## src/rtl/lfsr_pkg.sv

```systemverilog
// Shared constants for the serial-to-byte deserializer: byte width, frame lengths, bit counter width.
package lfsr_pkg;

  localparam int BYTE_W        = 8;
  localparam int FRAME_LEN     = 8;
  localparam int FRAME_LEN_PAR = 9;
  localparam int BIT_CNT_W     = 4;

  function automatic logic byte_parity(input logic [BYTE_W-1:0] b);
    return ^b;
  endfunction

endpackage

```

## src/rtl/lfsr_sync_fifo.sv

```systemverilog
// Single-clock FIFO with level output; zero-latency head, push accepted when full only alongside a pop.
// Head data reads 0 while empty; clear flushes pointers and level in one cycle.
module lfsr_sync_fifo #(
  parameter int DATA_W = 8,
  parameter int DEPTH  = 4,
  parameter int LVL_W  = $clog2(DEPTH) + 1
) (
  input  logic              clk,
  input  logic              rst,
  input  logic              clear,
  input  logic              push,
  input  logic [DATA_W-1:0] push_dat,
  input  logic              pop,
  output logic              push_acc,
  output logic [DATA_W-1:0] head_dat,
  output logic              not_empty,
  output logic [LVL_W-1:0]  level
);

  localparam int PTR_W = $clog2(DEPTH);

  logic [DATA_W-1:0] mem_q [DEPTH];
  logic [DATA_W-1:0] mem_d [DEPTH];
  logic [PTR_W-1:0]  wr_ptr_q, wr_ptr_d;
  logic [PTR_W-1:0]  rd_ptr_q, rd_ptr_d;
  logic [LVL_W-1:0]  level_q, level_d;
  logic              empty, full, pop_acc;

  always_comb begin
    empty     = (level_q == '0);
    full      = (level_q == LVL_W'(DEPTH));
    pop_acc   = pop && !empty && !clear;
    push_acc  = push && !clear && (!full || pop_acc);
    mem_d     = mem_q;
    wr_ptr_d  = wr_ptr_q;
    rd_ptr_d  = rd_ptr_q;
    level_d   = level_q;
    if (clear) begin
      wr_ptr_d = '0;
      rd_ptr_d = '0;
      level_d  = '0;
    end else begin
      // When full, wr_ptr equals rd_ptr: the popped slot is refilled in the same cycle.
      if (push_acc) begin
        mem_d[wr_ptr_q] = push_dat;
        wr_ptr_d        = wr_ptr_q + 1'b1;
      end
      if (pop_acc) begin
        rd_ptr_d = rd_ptr_q + 1'b1;
      end
      if (push_acc && !pop_acc) begin
        level_d = level_q + 1'b1;
      end else if (pop_acc && !push_acc) begin
        level_d = level_q - 1'b1;
      end
    end
  end

  always_ff @(posedge clk or negedge rst) begin
    if (!rst) begin
      for (int i = 0; i < DEPTH; i++) begin
        mem_q[i] <= '0;
      end
      wr_ptr_q <= '0;
      rd_ptr_q <= '0;
      level_q  <= '0;
    end else begin
      mem_q    <= mem_d;
      wr_ptr_q <= wr_ptr_d;
      rd_ptr_q <= rd_ptr_d;
      level_q  <= level_d;
    end
  end

  assign head_dat  = empty ? '0 : mem_q[rd_ptr_q];
  assign not_empty = !empty;
  assign level     = level_q;

endmodule

```

## src/rtl/lfsr_deser.sv

```systemverilog
// Serial (LSB-first) to byte deserializer feeding a small FIFO; push on the last frame bit, valid/ready pop.
// Optional feature LFSR_DESER_PARITY_EN: 9-bit frames with an even-parity bit, error flag stored per entry.
module lfsr_deser
  import lfsr_pkg::*;
#(
  parameter int FIFO_DEPTH = 4,
  parameter int LVL_W      = $clog2(FIFO_DEPTH) + 1
) (
  input  logic              clk,
  input  logic              rst,
  input  logic              ser_in,
  input  logic              ser_valid,
  input  logic              clear,
  output logic [BYTE_W-1:0] data_out,
  output logic              data_valid,
  input  logic              data_ready,
  output logic [LVL_W-1:0]  fifo_level,
  output logic              overflow,
  output logic              perr
);

`ifdef LFSR_DESER_PARITY_EN
  localparam int FRAME_BITS = FRAME_LEN_PAR;
  localparam int ENTRY_W    = BYTE_W + 1;
`else
  localparam int FRAME_BITS = FRAME_LEN;
  localparam int ENTRY_W    = BYTE_W;
`endif

  logic [BIT_CNT_W-1:0] bit_cnt_q, bit_cnt_d;
  logic [BYTE_W-1:0]    shreg_q, shreg_d;
  logic                 overflow_q, overflow_d;
  logic                 push, push_acc, last_bit;
  logic [ENTRY_W-1:0]   push_dat, head_dat;

  always_comb begin
    bit_cnt_d = bit_cnt_q;
    shreg_d   = shreg_q;
    push      = 1'b0;
    last_bit  = (bit_cnt_q == BIT_CNT_W'(FRAME_BITS - 1));
`ifdef LFSR_DESER_PARITY_EN
    push_dat  = {byte_parity(shreg_q) ^ ser_in, shreg_q};
`else
    push_dat  = {ser_in, shreg_q[BYTE_W-2:0]};
`endif
    if (clear) begin
      bit_cnt_d = '0;
      shreg_d   = '0;
    end else if (ser_valid) begin
      // The parity bit position (8) falls outside the shift register and is only used at push time.
      if (bit_cnt_q < BIT_CNT_W'(BYTE_W)) begin
        shreg_d[bit_cnt_q[$clog2(BYTE_W)-1:0]] = ser_in;
      end
      if (last_bit) begin
        push      = 1'b1;
        bit_cnt_d = '0;
        shreg_d   = '0;
      end else begin
        bit_cnt_d = bit_cnt_q + 1'b1;
      end
    end
  end

  always_comb begin
    overflow_d = overflow_q;
    if (clear) begin
      overflow_d = 1'b0;
    end else if (push && !push_acc) begin
      overflow_d = 1'b1;
    end
  end

  always_ff @(posedge clk or negedge rst) begin
    if (!rst) begin
      bit_cnt_q  <= '0;
      shreg_q    <= '0;
      overflow_q <= 1'b0;
    end else begin
      bit_cnt_q  <= bit_cnt_d;
      shreg_q    <= shreg_d;
      overflow_q <= overflow_d;
    end
  end

  lfsr_sync_fifo #(
    .DATA_W (ENTRY_W),
    .DEPTH  (FIFO_DEPTH),
    .LVL_W  (LVL_W)
  ) u_fifo (
    .clk       (clk),
    .rst       (rst),
    .clear     (clear),
    .push      (push),
    .push_dat  (push_dat),
    .pop       (data_ready),
    .push_acc  (push_acc),
    .head_dat  (head_dat),
    .not_empty (data_valid),
    .level     (fifo_level)
  );

  assign data_out = head_dat[BYTE_W-1:0];
  assign overflow = overflow_q;
`ifdef LFSR_DESER_PARITY_EN
  assign perr = head_dat[BYTE_W];
`else
  assign perr = 1'b0;
`endif

endmodule

```

## config.mk

```make
export PLATFORM = sky130hd
export DESIGN_NAME = lfsr_deser
export DESIGN_NICKNAME = d
export VERILOG_FILES = /design/src/rtl/lfsr_pkg.sv /design/src/rtl/lfsr_sync_fifo.sv /design/src/rtl/lfsr_deser.sv
export SDC_FILE = /design/constraint.sdc
export NUM_CORES = 1
export LEC_CHECK = 0
export CORE_MARGIN = 5
export CORE_UTILIZATION = 45
export CTS_CLUSTER_SIZE = 12
export DETAILED_ROUTE_END_ITERATION = 8
export PLACE_DENSITY_LB_ADDON = 0.25
export SYNTH_ARGS = -nofsm -noshare
export SYNTH_HDL_FRONTEND = slang
export SYNTH_SLANG_ARGS = --single-unit
export TNS_END_PERCENT = 5
```

## constraint.sdc

```tcl
create_clock -name clk -period 3.27 [get_ports clk]
set_input_delay 0.654 -clock clk [delete_from_list [all_inputs] [get_ports clk]]
set_output_delay 0.654 -clock clk [all_outputs]
set_load 0.005 [all_outputs]
```

==> results.py <==
metrics = {
    "run_status": {
        "run_status": "complete, no violations",
    },
    "sta": {
        "final.setup_skew_ns": 0.00780,
        "final-hold-violation-count": 0,
        "finalSetupViolCount": 0,
        "worstMarginPinSlew_ns": 0.602,
        "achievable_clock_frequency_mhz": 350,
        "post-route-period-util": 0.875,
        "final.setup.tns_ns": 0,
        "max_slew_margin": 0.599,
        "grt_setup_unrepaired": "no",
        "final_number_of_max_transition_violations": 0,
        "finalWorstPathRequiredPeriod_ns": 2.86,
    },
    "routing": {
        "drt_pass1_iterations": 6,
        "drt-vias-per-instance": 5.45,
        "vias": 1678,
        "met2WireLength_mm": 2.22,
        "detail_route.iter0.violations": 149,
        "wl_met1_mm": 2.63,
        "drt_drc_violations_left": 0,
        "route.detailed.wl_per_inst_um": 16.4,
        "route.antenna.remaining_nets": 0,
        "route.met3.wl_um": 159,
        "totalWireLength_mm": 5.04,
        "highest-signal-layer": "met4",
    },
    "floorplanning": {
        "area_of_the_die_um2": 7910,
        "design.portCount": 20,
        "fp.dieH_um": 88.9,
        "floorplan.rows": 28,
        "core_region_area_um2": 5990,
        "initial_utilization": 0.468,
        "die_width_um": 88.9,
    },
    "synthesis": {
        "synth.yosys.seq_area_share": 0.455,
        "yosys_most_used_dff": "sky130_fd_sc_hd__dfrtp_1",
        "synth.net_count": 232,
        "post_synth_xor_xnor_area": 0.0156,
        "main_combinational_cell_family_by_area_after_synthesis": "multiplexers",
        "post_synth_num_cell_types": 46,
        "synth_enable_flop_cells": 0,
        "post_synth_inst_count": 220,
        "synth_compound_gate_area_share": 0.0768,
        "muxShareOfSynthArea": 0.239,
        "synth-adder-area-share": 0.0295,
        "synthesis.yosys.warnings": 0,
        "syn_area_per_cell_um2": 12.7,
        "synth.ff_latch_count": 51,
        "post_synth_instance_area_um2": 2800,
        "async_flop_share": 1.00,
        "yosys.area_share.simple": 0.132,
    },
    "power": {
        "powerDensity_nw_per_um2": 344,
        "p_leak_nw": 1.36,
        "worst_ir_drop_vdd_v": 0.000203,
        "totalPowerFinal_mw": 1.06,
    },
    "job": {
        "max_cap_viol_count": 0,
    },
    "clock_tree": {
        "holdBufCountCts": 0,
        "worst_setup_hold_path_clk_slew_ns": 0.09,
        "cts_max_level": 2,
        "cts_made_buffers": 5,
        "root_buffer": "sky130_fd_sc_hd__clkbuf_8",
        "post_cts_resized": 0,
        "tritoncts_clock_tree": "yes",
        "cts_sinks": 51,
        "clk-insertion-delay-late_ns": 0.30,
        "clock_tree.buffer_depth": 2,
        "cts_setup_buffers": 0,
    },
    "setup_path": {
        "r2r_start": "u_fifo.level[1]$_DFFE_PN0P_",
        "timing.critical_path.from": "u_fifo.rd_ptr_q[0]$_DFFE_PN0P_",
        "critical_path.endpoint_type": "output pin",
        "timing.critical_path.arrival_ns": 2.21,
        "timing.critical_path.from_type": "flip-flop",
        "required_ns": 2.62,
        "crit_type": "flip-flop to output pin",
        "critPathMaxFanout": 10,
    },
    "finish": {
        "final.fill_count": 496,
        "sequential_cell_area_um2": 1280,
        "multiInputGateArea_um2": 1390,
        "mostFrequentLayoutCells": "51 x sky130_fd_sc_hd__dfrtp_1, 32 x sky130_fd_sc_hd__mux2_4, 17 x sky130_fd_sc_hd__clkdlybuf4s50_1, 11 x sky130_fd_sc_hd__and2_1, 10 x sky130_fd_sc_hd__nand2_1",
        "antennaDiodeCount": 0,
        "postLayoutCellArea_um2": 3090,
        "layout.cells.most_common": "sky130_fd_sc_hd__dfrtp_1",
        "finalNetCount": 245,
        "fraction_of_final_layout_cells_with_drive_strength_greater_than_1": 0.266,
        "syn_to_final_growth_pct": 10.1,
    },
    "placed_design": {
        "gp_routability_congestion": 0.744,
        "placement.io_buffers": 18,
        "post_dp_cell_area_um2": 3000,
        "hpwl_mm": 3.54,
    },
    "grt": {
        "total_routing_usage_reported_by_global_routing": 0.146,
        "maximum_number_of_pins_on_one_net_before_global_route_repair": 28,
        "first_global_vias": 1730,
        "gr-total-overflow": 0,
        "grt_antenna_before_repair": 0,
        "grt_first_pass_wirelength_mm": 8.97,
    },
    "hold_path": {
        "hold_class": "input pin to asynchronous set/reset pin",
    },
}
-- registers in the layout (all words and copies together) (netlist names) --
| signal | cells |
|---|---|
| bit_cnt_q | 4 |
| overflow | 1 |
| shreg_q | 7 |
| u_fifo.level | 3 |
| u_fifo.mem_q | 32 |
| u_fifo.rd_ptr_q | 2 |
| u_fifo.wr_ptr_q | 2 |
-- kinds of logic (layout without fill, tap and decap cells) --
logic type,count (synthesis),count (layout)
AO/OA/AOI/OAI,32,32
XOR/XNOR,5,5
adder cells (fa/ha/maj),6,6
buffers and inverters,24,37
flip-flops,51,51
multiplexers,41,41
other,1,1
AND/OR/NAND/NOR,60,60
-- worst max-delay path: stages (launching register included) --
cell and delay, ns:
sky130_fd_sc_hd__dfrtp_1 0.73, sky130_fd_sc_hd__mux4_2 0.57, sky130_fd_sc_hd__and2_1 0.16, sky130_fd_sc_hd__clkdlybuf4s50_1 0.44
-- worst paths after layout --
kind	end	slack (ns)	cells after the start
min	u_fifo.mem_q[26]$_DFFE_PN0P_	0.34	1
max	data_out[3]	0.41	3
min in group clk	u_fifo.mem_q[4]$_DFFE_PN0P_	0.51	1
min reg2reg	u_fifo.mem_q[4]$_DFFE_PN0P_	0.51	1
max reg2reg	u_fifo.level[1]$_DFFE_PN0P_	0.69	7
max in group asynchronous	shreg_q[0]$_DFFE_PN0P_	2.16	2
-- synth_stat cells, types with 2 or more instances --
cell type                    n  share of area
sky130_fd_sc_hd__buf_1       2         0.0027
sky130_fd_sc_hd__o21ai_0     9          0.016
sky130_fd_sc_hd__a21o_1      2         0.0054
sky130_fd_sc_hd__o2bb2ai_1   3         0.0094
sky130_fd_sc_hd__mux4_2      8          0.064
sky130_fd_sc_hd__xor2_1      3         0.0094
sky130_fd_sc_hd__nor2_1      8          0.011
sky130_fd_sc_hd__a31oi_1     2         0.0045
sky130_fd_sc_hd__buf_6       5          0.020
sky130_fd_sc_hd__nand2_1    10          0.013
sky130_fd_sc_hd__mux2_4     32           0.17
sky130_fd_sc_hd__a21oi_1     6          0.011
sky130_fd_sc_hd__nand4b_1    2         0.0062
sky130_fd_sc_hd__and2_1     11          0.025
sky130_fd_sc_hd__ha_1        5          0.022
sky130_fd_sc_hd__dfrtp_1    51           0.46
sky130_fd_sc_hd__nor3_1      3         0.0054
sky130_fd_sc_hd__a32o_1      3          0.011
sky130_fd_sc_hd__nand3_1     4         0.0071
sky130_fd_sc_hd__inv_1       6         0.0080
sky130_fd_sc_hd__or3_1       3         0.0067
sky130_fd_sc_hd__nor2b_1     6          0.013
sky130_fd_sc_hd__and2_4      4          0.012
sky130_fd_sc_hd__buf_4       2         0.0054
sky130_fd_sc_hd__buf_2       5         0.0089
sky130_fd_sc_hd__clkbuf_1    4         0.0054
sky130_fd_sc_hd__xnor2_1     2         0.0062
-- layout make-up --
class / count / area share
Clock buffer: 6 / 0.0268
Clock inverter: 1 / 0.00162
Inverter: 6 / 0.00730
Multi-Input combinational cell: 145 / 0.449
Sequential cell: 51 / 0.413
Tap cell: 75 / 0.0304
Timing Repair Buffer: 24 / 0.0713
-- metrics by stage --
stage          instances  utilization  worst slack (ns)  hold slack, ns
6_report             308        0.515             0.409           0.339
5_1_grt              308        0.515             0.279           0.379
4_1_cts              308        0.515             0.332           0.355
3_5_place_dp         301        0.501             0.300           0.489
3_3_place_gp         301        0.501             0.374           0.487
2_1_floorplan        220            -             0.721           0.358
-- power breakdown --
group,leakage (nW),switching [mW],internal (mW)
clock,0.0470,0.196,0.167
combinational,0.599,0.0345,0.0202
sequential,0.711,0.00961,0.634
total,1.36,0.241,0.821
-- layer usage --
metal | global-route usage | up-vias
met5 | 0 | -
met4 | 0.0338 | 0
met3 | 0.0332 | 2
met2 | 0.217 | 25
met1 | 0.220 | 850
li1 | - | 801
Note: power is estimated with default switching activity, not from simulation.
